<file path="src/rtl/vga_timing_pkg.sv">
// Shared raster timing constants and helpers for the VGA timing generator.
// The defaults describe the standard 640x480 mode.
package vga_timing_pkg;

  localparam int DEF_H_ACTIVE = 640;
  localparam int DEF_H_FP     = 16;
  localparam int DEF_H_SYNC   = 96;
  localparam int DEF_H_BP     = 48;
  localparam int DEF_V_ACTIVE = 480;
  localparam int DEF_V_FP     = 10;
  localparam int DEF_V_SYNC   = 2;
  localparam int DEF_V_BP     = 33;

  function automatic int axis_total(input int active, input int fp, input int sync, input int bp);
    return active + fp + sync + bp;
  endfunction

  // True when val lies in the half-open window [start, start+len).
  function automatic logic in_window(input int val, input int start, input int len);
    return (val >= start) && (val < start + len);
  endfunction

endpackage

</file>
<file path="src/rtl/vga_axis_counter.sv">
// One raster axis counter: counts 0..TOTAL-1 on enable, with a load that
// takes priority over counting. wrap flags the terminal count.
module vga_axis_counter #(
  parameter int TOTAL = 800,
  parameter int W     = 13
) (
  input  logic         clk,
  input  logic         reset,
  input  logic         en,
  input  logic         load,
  input  logic [W-1:0] load_val,
  output logic [W-1:0] count,
  output logic         wrap
);

  localparam logic [W-1:0] LAST = W'(TOTAL - 1);

  assign wrap = (count == LAST);

  always_ff @(posedge clk) begin
    if (reset) begin
      count <= '0;
    end else if (load) begin
      count <= load_val;
    end else if (en) begin
      count <= wrap ? '0 : count + 1'b1;
    end
  end

endmodule

</file>
<file path="src/rtl/vga_timing_gen.sv">
// Parametrised raster timing generator: sync, blanking, data enable,
// look-ahead pixel request, active coordinates, strobes and frame counter.
module vga_timing_gen
  import vga_timing_pkg::*;
#(
  parameter int H_ACTIVE = DEF_H_ACTIVE,
  parameter int H_FP     = DEF_H_FP,
  parameter int H_SYNC   = DEF_H_SYNC,
  parameter int H_BP     = DEF_H_BP,
  parameter int V_ACTIVE = DEF_V_ACTIVE,
  parameter int V_FP     = DEF_V_FP,
  parameter int V_SYNC   = DEF_V_SYNC,
  parameter int V_BP     = DEF_V_BP,
  parameter bit HS_POL   = 1'b0,
  parameter bit VS_POL   = 1'b0,
  parameter int REQ_LEAD = 4,
  parameter int RESYNC_H = 0,
  parameter int RESYNC_V = 0,
  parameter int COORD_W  = 13,
  parameter int FRAME_W  = 16
) (
  input  logic               clk,
  input  logic               reset,
  input  logic               pix_en,
  input  logic               resync,
  output logic               hs,
  output logic               vs,
  output logic               blank_n,
  output logic               de,
  output logic               pix_req,
  output logic [COORD_W-1:0] col,
  output logic [COORD_W-1:0] row,
  output logic               line_start,
  output logic               frame_start,
  output logic [FRAME_W-1:0] frame_count
);

  localparam int H_TOTAL = axis_total(H_ACTIVE, H_FP, H_SYNC, H_BP);
  localparam int V_TOTAL = axis_total(V_ACTIVE, V_FP, V_SYNC, V_BP);

  localparam logic [COORD_W-1:0] H_ACT_C    = COORD_W'(H_ACTIVE);
  localparam logic [COORD_W-1:0] V_ACT_C    = COORD_W'(V_ACTIVE);
  localparam logic [COORD_W-1:0] REQ_LEAD_C = COORD_W'(REQ_LEAD);
  localparam logic [COORD_W-1:0] REQ_WRAP_C = COORD_W'(H_TOTAL - REQ_LEAD);
  localparam logic [COORD_W-1:0] RES_H_C    = COORD_W'(RESYNC_H);
  localparam logic [COORD_W-1:0] RES_V_C    = COORD_W'(RESYNC_V);

  logic [COORD_W-1:0] h, v;
  logic               h_wrap, v_wrap;
  logic               do_load;

  assign do_load = pix_en & resync;

  vga_axis_counter #(.TOTAL(H_TOTAL), .W(COORD_W)) u_h_counter (
    .clk      (clk),
    .reset    (reset),
    .en       (pix_en),
    .load     (do_load),
    .load_val (RES_H_C),
    .count    (h),
    .wrap     (h_wrap)
  );

  vga_axis_counter #(.TOTAL(V_TOTAL), .W(COORD_W)) u_v_counter (
    .clk      (clk),
    .reset    (reset),
    .en       (pix_en & h_wrap),
    .load     (do_load),
    .load_val (RES_V_C),
    .count    (v),
    .wrap     (v_wrap)
  );

  // Position REQ_LEAD pixels ahead; crossing the line end moves to the next line.
  logic [COORD_W-1:0] h_lead, v_lead;
  logic               active, req_active;

  always_comb begin
    h_lead = h + REQ_LEAD_C;
    v_lead = v;
    if (h >= REQ_WRAP_C) begin
      h_lead = h - REQ_WRAP_C;
      v_lead = v_wrap ? '0 : v + 1'b1;
    end
  end

  assign active     = (h < H_ACT_C) && (v < V_ACT_C);
  assign req_active = (h_lead < H_ACT_C) && (v_lead < V_ACT_C);

  always_ff @(posedge clk) begin
    if (reset) begin
      hs          <= ~HS_POL;
      vs          <= ~VS_POL;
      blank_n     <= 1'b0;
      de          <= 1'b0;
      pix_req     <= 1'b0;
      col         <= '0;
      row         <= '0;
      line_start  <= 1'b0;
      frame_start <= 1'b0;
    end else if (pix_en) begin
      hs          <= in_window(int'(h), H_ACTIVE + H_FP, H_SYNC) ? HS_POL : ~HS_POL;
      vs          <= in_window(int'(v), V_ACTIVE + V_FP, V_SYNC) ? VS_POL : ~VS_POL;
      blank_n     <= active;
      de          <= active;
      pix_req     <= req_active;
      col         <= active ? h : '0;
      row         <= active ? v : '0;
      line_start  <= (h == '0);
      frame_start <= (h == '0) && (v == '0);
    end else begin
      line_start  <= 1'b0;
      frame_start <= 1'b0;
    end
  end

  // A resync on the wrap cycle replaces the wrap, so the frame is not counted.
  always_ff @(posedge clk) begin
    if (reset) begin
      frame_count <= '0;
    end else if (pix_en && !resync && h_wrap && v_wrap) begin
      frame_count <= frame_count + 1'b1;
    end
  end

endmodule

</file>
<file path="config.mk">
export PLATFORM = sky130hd
export DESIGN_NAME = vga_timing_gen
export DESIGN_NICKNAME = d
export VERILOG_FILES = /design/src/rtl/vga_timing_pkg.sv /design/src/rtl/vga_axis_counter.sv /design/src/rtl/vga_timing_gen.sv
export SDC_FILE = /design/constraint.sdc
export NUM_CORES = 1
export LEC_CHECK = 0
export CAP_MARGIN = 0
export CORE_ASPECT_RATIO = 0.75
export CORE_MARGIN = 4
export CORE_UTILIZATION = 40
export DETAILED_ROUTE_END_ITERATION = 6
export HOLD_SLACK_MARGIN = 0.05
export PLACE_DENSITY_LB_ADDON = 0.08
export SETUP_SLACK_MARGIN = 0.3
export SYNTH_ARGS = -nofsm -noshare
export SYNTH_HDL_FRONTEND = slang
export SYNTH_HIERARCHICAL = 1
export SYNTH_SLANG_ARGS = --single-unit
</file>
<file path="constraint.sdc">
create_clock -name clk -period 3.55 [get_ports clk]
set_clock_uncertainty 0.2 [all_clocks]
set_input_delay 0.355 -clock clk [delete_from_list [all_inputs] [get_ports clk]]
set_output_delay 0.355 -clock clk [all_outputs]
set_load 0.02 [all_outputs]
</file>
# Yosys cells after proc, flatten, opt, wreduce, memory -nomap -nowiden
# Index checks and enable logic that the tools add are counted.
[classes]
add_sub_neg = 5
multipliers = 0
div = 0
n_lt_le_gt_ge = 9
eq_ne = 2
shifts = 0
n_mux = 8
n_bitwise = 3
reduce_logical = 13
[op_table]
columns = ["cell", "count"]
rows = [
  ["13-bit 2-to-1 mux", 6],
  ["13-bit by 10-bit < comparator with 1-bit output (second input constant)", 3],
  ["13-bit by 9-bit < comparator with 1-bit output (second input constant)", 3],
  ["13-bit by 1-bit adder with 13-bit output (second input constant)", 2],
  ["13-bit by 10-bit equality test with 1-bit output (second input constant)", 2],
  ["13-bit by 10-bit >= comparator with 1-bit output (second input constant)", 2],
  ["13-bit logical NOT", 2],
  ["16-bit by 1-bit adder with 16-bit output (second input constant)", 1],
  ["13-bit by 3-bit adder with 13-bit output (second input constant)", 1],
  ["13-bit by 9-bit >= comparator with 1-bit output (second input constant)", 1],
  ["13-bit by 10-bit subtractor with 13-bit output (second input constant)", 1],
  ["1-bit logical AND", 8],
  ["2-bit OR reduction", 2],
  ["1-bit bitwise AND", 2],
  ["1-bit 2-to-1 mux", 2],
  ["1-bit logical NOT", 1],
  ["1-bit inverter", 1],
]
[word_totals]
regBits = 74
latch_bits = 0
mem_bits_rw = 0
romBits = 0
output_inout_bits = 49
elab_cells = 51
n_memories = 0

# Longest topological paths before layout
# Gate-level depths: netlist of the first run.
[logic_depth]
ltp_word = 5
depth_mapped = 10

# By module
# The synthesis of the first run kept the hierarchy.
[by_module_without_submodules]
columns = ["module", "n_inst", "cells_per_inst", "area_per_inst_um2"]
rows = [
  ["vga_timing_gen", 1, 221, 2060.7],
  ["vga_axis_counter at u_v_counter", 1, 100, 867.1],
  ["vga_axis_counter at u_h_counter", 1, 98, 865.8],
]

# Worst setup path after synthesis of the first run
# Ideal clock, no wire load.
[synth_timing]
kind = "reg-to-reg"
start = "register u_h_counter.count[8]"
end = "register frame_count[15]"
setup_ps = 126
arrival_time_ps = 1987
t_required_ps = 3224
path_slack_ps = 1237
path_stages_with_launch = 10
path_buffers = 1
path_cell_list = "dfxtp_1 > nor4bb_2 > nand4_1 > inv_1 > and4b_1 > buf_4 > nand4_4 > nor4_4 > xnor2_1 > nor2_1"
[synth_between]
elab_chain_len = 3
[synth_lines]
columns = ["item", "line_no", "text"]
rows = [
  ["start, declared", "vga_axis_counter.sv:12", "output logic [W-1:0] count,"],
  ["start signal, assigned", "vga_axis_counter.sv:24", "count <= load_val;"],
  ["start signal, assigned", "vga_axis_counter.sv:26", "count <= wrap ? '0 : count + 1'b1;"],
  ["13-bit by 10-bit equality test with 1-bit output", "vga_axis_counter.sv:18", "assign wrap = (count == LAST);"],
  ["named net h_wrap", "vga_timing_gen.sv:49", "logic h_wrap, v_wrap;"],
  ["1-bit logical AND (2 in series)", "vga_timing_gen.sv:121", "end else if (pix_en && !resync && h_wrap && v_wrap) begin"],
  ["end signal, assigned", "vga_timing_gen.sv:122", "frame_count <= frame_count + 1'b1;"],
  ["end, declared", "vga_timing_gen.sv:35", "output logic [FRAME_W-1:0] frame_count"],
]
# The timed path passes the listed nets, and every way through them passes these cells.
# A chain may end at the register's enable or synchronous reset.

# Worst setup path after layout of the first run
[layout_timing]
start = "register u_h_counter.count[8]"
end = "register u_v_counter.count[8]"
[layout_between]
elab_chain_len = 2
[layout_lines]
columns = ["item", "line_no", "text"]
rows = [
  ["13-bit by 10-bit equality test with 1-bit output", "vga_axis_counter.sv:18", ""],
  ["named net h_wrap", "vga_timing_gen.sv:49", ""],
  ["1-bit bitwise AND", "vga_timing_gen.sv:67", ".en (pix_en & h_wrap),"],
  ["end signal, assigned", "vga_axis_counter.sv:24", ""],
  ["end signal, assigned", "vga_axis_counter.sv:26", ""],
  ["end, declared", "vga_axis_counter.sv:12", ""],
]
# The timed path passes the listed nets, and every way through them passes these cells.

==> results_dict.tcl, run 1 <==
set metrics [dict create \
    fmax_ghz 0.3341 \
    num_rows 30 \
    first_pass_iters 4 \
    gr-total-overflow 0 \
    clockBufferDepth 2 \
    rsz0062_at_grt "no" \
    synthArstFlopShare_pct 0 \
    num_antenna_cells 0 \
    ys_ff_latch 74 \
    path_cells "nor4bb_2 -> nand4_1 -> inv_1 -> and2_1 -> nor2_1 -> nor4b_2 -> xnor2_1 -> o22ai_2" \
    place_ws_ns 0.6031 \
    grt_pass1_wl_mm 15.90 \
    avgSynthCellArea_um2 9.054 \
    cp_max_fo 16 \
    period_minus_slack_ns 2.993 \
    cp.arrival_ns 2.99 \
    core_area_um2 9159 \
    viasPerCell 5.196 \
    power_density_nw_per_um2 453.0 \
    clock_latency_ns 0.33 \
    slowest_delay_ns 0.64 \
    hold_violations 0 \
    antenna_found_initial 0 \
    cts.sinks 74 \
    ys_warn_count 6 \
    num_vias 3253 \
    setup_viol 0 \
    slew-limit-headroom_pct 56.61 \
    drive_gt1_share_pct 10.24 \
    portBuffers 52 \
    drv_cap 0 \
    required_ns 3.55 \
    clk_pin_slew_ns 0.06 \
    cpLargestDelayFamily "simple AND/OR/NAND/NOR gates" \
    path_class "reg -> reg" \
    worstMarginPinSlew_ns 0.6474 \
    regToRegSetupSlack_ns 0.56 \
    ctsHoldBuffers 0 \
    hold_class "reg -> reg" \
    place.gp.congestion 0.7955 \
    setup_tns_ns 0 \
    cts_tree "built" \
    vdd_drop_max_mv 0.3487 \
    drtIter0Drc 249 \
    synth_edf_count 0 \
    fillers 880 \
    die_w_um 120.5 \
    outcome "finished, final reports clean" \
    cts_made_buffers 9 \
    synth_cell_types 61 \
    fin_crit_sh_pct 84.30 \
    grt_pass1_vias 3195 \
    ctsResizeCount 0 \
    crit_buf_inv 1 \
    netlist_area_um2 3794 \
    wl_mm 9.308 \
    postRouteAntennaNets 0 \
    dp.final_hpwl_mm 6.430 \
    synth-seq-area-share_pct 39.05 \
    io_pins 53 \
    dieArea_um2 11120 \
    p_leak_nw 1.703 \
    wl_per_cell_um 14.87 \
    grt_start_max_net_pins 39 \
    synthCells 419 \
    slew_viol_final 0 \
    ctsRootBufferMaster "clkbuf_16" \
    startpoint_type "register" \
    fin_ws_ns 0.5573 \
    initial_core_util_pct 41.42 \
    critPathSlowestCell "dfxtp_1" \
    grt_usage_pct 17.43 \
    die-height_um 92.34 \
    htreeDepth 3 \
    synth_ff_type "dfxtp_1" \
    cp-end-kind "register" \
    final_nets 501 \
    syn_to_final_growth_pct 28.50 \
    cts_setup_buffers 0 \
    drc 0 \
]
-- through the flow --
step | instance area [um2] | hold slack (ns) | util [%] | std cells | power (W)
global placement | 4499 | 0.2403 | 49.13 | 610 | 0.001094
detailed placement | 4499 | 0.2474 | 49.13 | 610 | 0.001096
floorplan | 3887 | 0.2212 | - | 444 | 0.001036
CTS | 4875 | 0.2626 | 53.22 | 626 | 0.002233
finish | 4875 | 0.2596 | 53.22 | 626 | 0.002208
global route | 4875 | 0.2798 | 53.22 | 626 | 0.002296
-- kinds of logic (layout without fill, tap and decap cells) --
| family | after synthesis | in the layout | share of synthesized area [%] |
|---|---|---|---|
| fa+ha+maj | 4 | 4 | 1.319 |
| simple gates | 181 | 181 | 29.62 |
| other cells | 1 | 26 | 0.09885 |
| xor+xnor | 34 | 34 | 7.849 |
| buf+inv | 34 | 88 | 4.551 |
| mux | 4 | 4 | 1.055 |
| compound gates | 87 | 87 | 16.46 |
| flops | 74 | 74 | 39.05 |
-- layout by cell type (no fill, tap or decap), drive strengths merged, types with 4 or more instances in the layout --
cell            n
and3            7
o22ai          13
a21oi          22
nor4           15
and4            4
and2            9
xnor2          23
a22oi           6
clkbuf         10
buf             8
clkdlybuf4s50  51
conb           26
bufinv          4
xor2           11
nor3b           6
nand4          12
nand2b          5
o21ai           8
dfxtp          74
nand2          31
inv            14
ha              4
a22o           19
nor2           35
nor3           23
or3             5
nand3          15
mux2i           4
-- state kept, by name, summed over array words and instances (netlist names) --
name and cells:
col 13, line_start 1, frame_count 16, pix_req 1
u_h_counter/count 13, vs 1, row 13, u_v_counter/count 13
de 1, hs 1, frame_start 1
-- power by group --
| part | internal (W) | leakage, nW | switching (W) | total, W |
|---|---|---|---|---|
| clock | 0.000779 | 0.179 | 0.000350 | 0.00113 |
| combinational | 0.0000764 | 0.923 | 0.0000996 | 0.000176 |
| sequential | 0.000854 | 0.600 | 0.0000491 | 0.000904 |
-- cell type report --
type                       count  area, um2  share of cell area, %
multi-input combinational    336       2241                  45.97
sequential                    74       1481                  30.39
timing repair buffer          59      568.0                  11.65
clock buffer                  10      239.0                  4.902
tap                          128      160.2                  3.285
clock inverter                 6      136.4                  2.798
inverter                      13      48.80                  1.001
-- path summary, 6_finish.rpt --
| check | start | endpoint | cells after the start |
|---|---|---|---|
| hold reg to reg | row[10] | row[10] | 1 |
| setup reg to reg | u_h_counter/count[8] | u_v_counter/count[8] | 8 |
| hold / removal | row[10] | row[10] | 1 |
| setup / recovery | u_h_counter/count[8] | u_v_counter/count[8] | 8 |
-- cell usage after synthesis, types with 2 or more instances --
cell type | n | area [um2]
nor3b_1 | 6 | 45.04
a31oi_1 | 2 | 12.51
a22o_1 | 19 | 166.4
nor4_1 | 5 | 31.28
dfxtp_1 | 74 | 1481
a21oi_1 | 22 | 110.1
xor2_1 | 11 | 96.34
a21o_1 | 2 | 15.01
a22oi_1 | 6 | 45.04
nand2_1 | 31 | 116.4
buf_2 | 4 | 20.02
ha_1 | 4 | 50.05
and3_1 | 6 | 37.54
and2_1 | 9 | 56.30
a221oi_1 | 2 | 17.52
nand3b_1 | 2 | 15.01
and4_1 | 4 | 35.03
o22ai_2 | 3 | 37.54
o22ai_1 | 10 | 62.56
nor4_2 | 9 | 112.6
nand3_1 | 13 | 65.06
or3_1 | 5 | 31.28
inv_1 | 13 | 48.80
xnor2_1 | 23 | 201.4
nand2b_1 | 5 | 31.28
o21a_1 | 2 | 15.01
nor3_1 | 23 | 115.1
nor2_1 | 35 | 131.4
nand4_1 | 10 | 62.56
o21ai_0 | 7 | 35.03
clkbuf_1 | 9 | 33.78
mux2i_1 | 4 | 40.04
buf_4 | 6 | 45.04
nand4b_1 | 3 | 26.28
nor4b_2 | 2 | 30.03
o2111ai_1 | 3 | 26.28
-- routing by layer --
metal / global-route usage [%] / up-vias / wire, um
met5: 0 / - / 0
met1: 24.70 / 1524 / 4825
met2: 26.03 / 60 / 3939
met3: 5.739 / 4 / 493
met4: 3.208 / 0 / 49
li1: - / 1665 / -
No activity file was read; power rests on OpenSTA's default activity.
==> inputs of run 2 (changes only) <==
Clock period 3.55 ns to 2.75 ns, I/O delays scaled along.
==> results_dict.tcl, run 2 (synthesized netlist as in run 1, its figures left out) <==
set metrics [dict create \
    outcome "finished, final reports clean" \
    regToRegSetupSlack_ns 0.38 \
    setup_viol 0 \
    largest_reg_flops 16 \
    p_comb_share_pct 11.4 \
    cp-end-kind "register" \
    grt_start_max_net_pins 31 \
    first_pass_iters 4 \
    hold_violations 0 \
    fillers 881 \
    drv_cap 0 \
    drtIter0Drc 200 \
    antenna_found_initial 0 \
    period_minus_slack_ns 2.368 \
    wl_mm 10.06 \
    htreeDepth 3 \
    p_leak_nw 1.855 \
    final_nets 530 \
    fin_crit_sh_pct 86.13 \
    worstHoldPathCells 5 \
    cts_made_buffers 9 \
    cts_tree "built" \
    regArea_um2 1489 \
    gr-total-overflow 0 \
    slew_viol_final 0 \
    power_density_nw_per_um2 509.0 \
    path_cells "ha_2 -> and3_1 -> nand4_1 -> inv_1 -> and4b_2 -> nand4_4 -> nor4_4 -> xnor2_1 -> nor2_1" \
    reg2reg_depth 9 \
    num_antenna_cells 0 \
    path_class "reg -> reg" \
    clk_pin_slew_ns 0.06 \
    final_common_cell "dfxtp_1" \
    cp_max_fo 7 \
    grt_pass1_vias 3247 \
    dp.final_hpwl_mm 6.978 \
    setup_tns_ns 0 \
    r2r-start "u_h_counter/count[0]" \
    hold_start "reset" \
    top_register "frame_count" \
    num_rows 30 \
    fmax_ghz 0.4222 \
    die-height_um 92.34 \
    clock_latency_ns 0.33 \
    place.gp.congestion 0.8447 \
    startpoint "u_h_counter/count[0]" \
    grt_usage_pct 18.65 \
    drive_gt1_share_pct 16.51 \
    rsz0062_at_grt "yes" \
    clockBufferDepth 2 \
    power_w 0.002577 \
    swShare_pct 25.29 \
    syn_to_final_growth_pct 33.48 \
    fin_ws_ns 0.3815 \
    cts.sinks 74 \
    power_frac_clock_pct 44.6 \
    postRouteAntennaNets 0 \
    portBuffers 52 \
    ctsRootBufferMaster "clkbuf_16" \
    required_ns 2.76 \
    initial_core_util_pct 41.42 \
    p_sw_w 0.0006517 \
    num_vias 3391 \
    grt_pass1_wl_mm 16.71 \
    cp.arrival_ns 2.38 \
    multi_input_area_um2 2300 \
    reg2reg_to "frame_count[15]" \
    wl_per_cell_um 15.36 \
    slowest_delay_ns 0.38 \
    dieArea_um2 11120 \
    hold_end "pix_req" \
    startpoint_type "register" \
    viasPerCell 5.177 \
    critPathSlowestCell "dfxtp_2" \
    core_area_um2 9159 \
    hold_class "in -> reg" \
    final_cell_mix "70 x dfxtp_1, 51 x clkdlybuf4s50_1, 35 x buf_4" \
    drc 0 \
    seqPwrFrac_pct 44.0 \
    die_w_um 120.5 \
    internal_power_w 0.001926 \
    place_ws_ns 0.1958 \
    io_pins 53 \
    vdd_drop_max_mv 0.4197 \
    ctsHoldBuffers 0 \
]
run 2: area by class of cell:
| class | instances | area share, % |
|---|---|---|
| Sequential cell | 74 | 29.40 |
| Tap cell | 128 | 3.163 |
| Clock buffer | 11 | 4.596 |
| Clock inverter | 5 | 1.087 |
| Multi-Input combinational cell | 337 | 45.42 |
| Timing Repair Buffer | 87 | 15.37 |
| Inverter | 13 | 0.9637 |
run 2: layer usage:
layer	GRT usage, %	share of wire [%]	up-vias
li1	-	-	1726
met1	27.44	52	1606
met2	26.69	44	52
met3	4.518	3.1	7
met4	5.755	0.87	0
met5	0	0	-
run 2: power by group through the flow:
stage               clock network (W)  logic (W)  registers, W
floorplan                           0   0.000158       0.00118
finish                        0.00115   0.000295       0.00113
detailed placement                  0   0.000289       0.00115
global route                  0.00122   0.000327       0.00114
CTS                           0.00118   0.000291       0.00113
global placement                    0   0.000288       0.00115
run 2: through the flow:
stage	hold WS (ns)	util, %	area [um2]	std cells
detailed placement	0.2428	51.26	4695	636
global placement	0.2407	51.26	4695	636
CTS	0.2124	54.52	4994	653
global route	0.2504	55.29	5064	655
floorplan	0.1412	-	3887	444
finish	0.2107	55.29	5064	655
run 2: worst max path at each step:
stage                       to  depth (start not counted)
2_1_floorplan  frame_count[15]                          9
3_3_place_gp   frame_count[15]                          9
3_5_place_dp   frame_count[13]                          9
4_1_cts        frame_count[13]                          9
5_1_grt        frame_count[15]                          9
6_report       frame_count[15]                          9
run 2: what timing repair did:
item,in CTS,in global routing
gates resized for setup,3,12
setup endpoints to repair,14,23
pin swaps,0,2
endpoints found under the hold margin,0,0
setup buffers,1,1
cloned,0,1
run 2: worst max-delay path, delay by kind of cell, from the launching register on:
kind / cells / cell delay [ns]
XOR/XNOR: 1 / 0.14
adder cells (fa/ha/maj): 1 / 0.22
buffers and inverters: 1 / 0.12
flip-flops: 1 / 0.38
AND/OR/NAND/NOR: 6 / 1.19
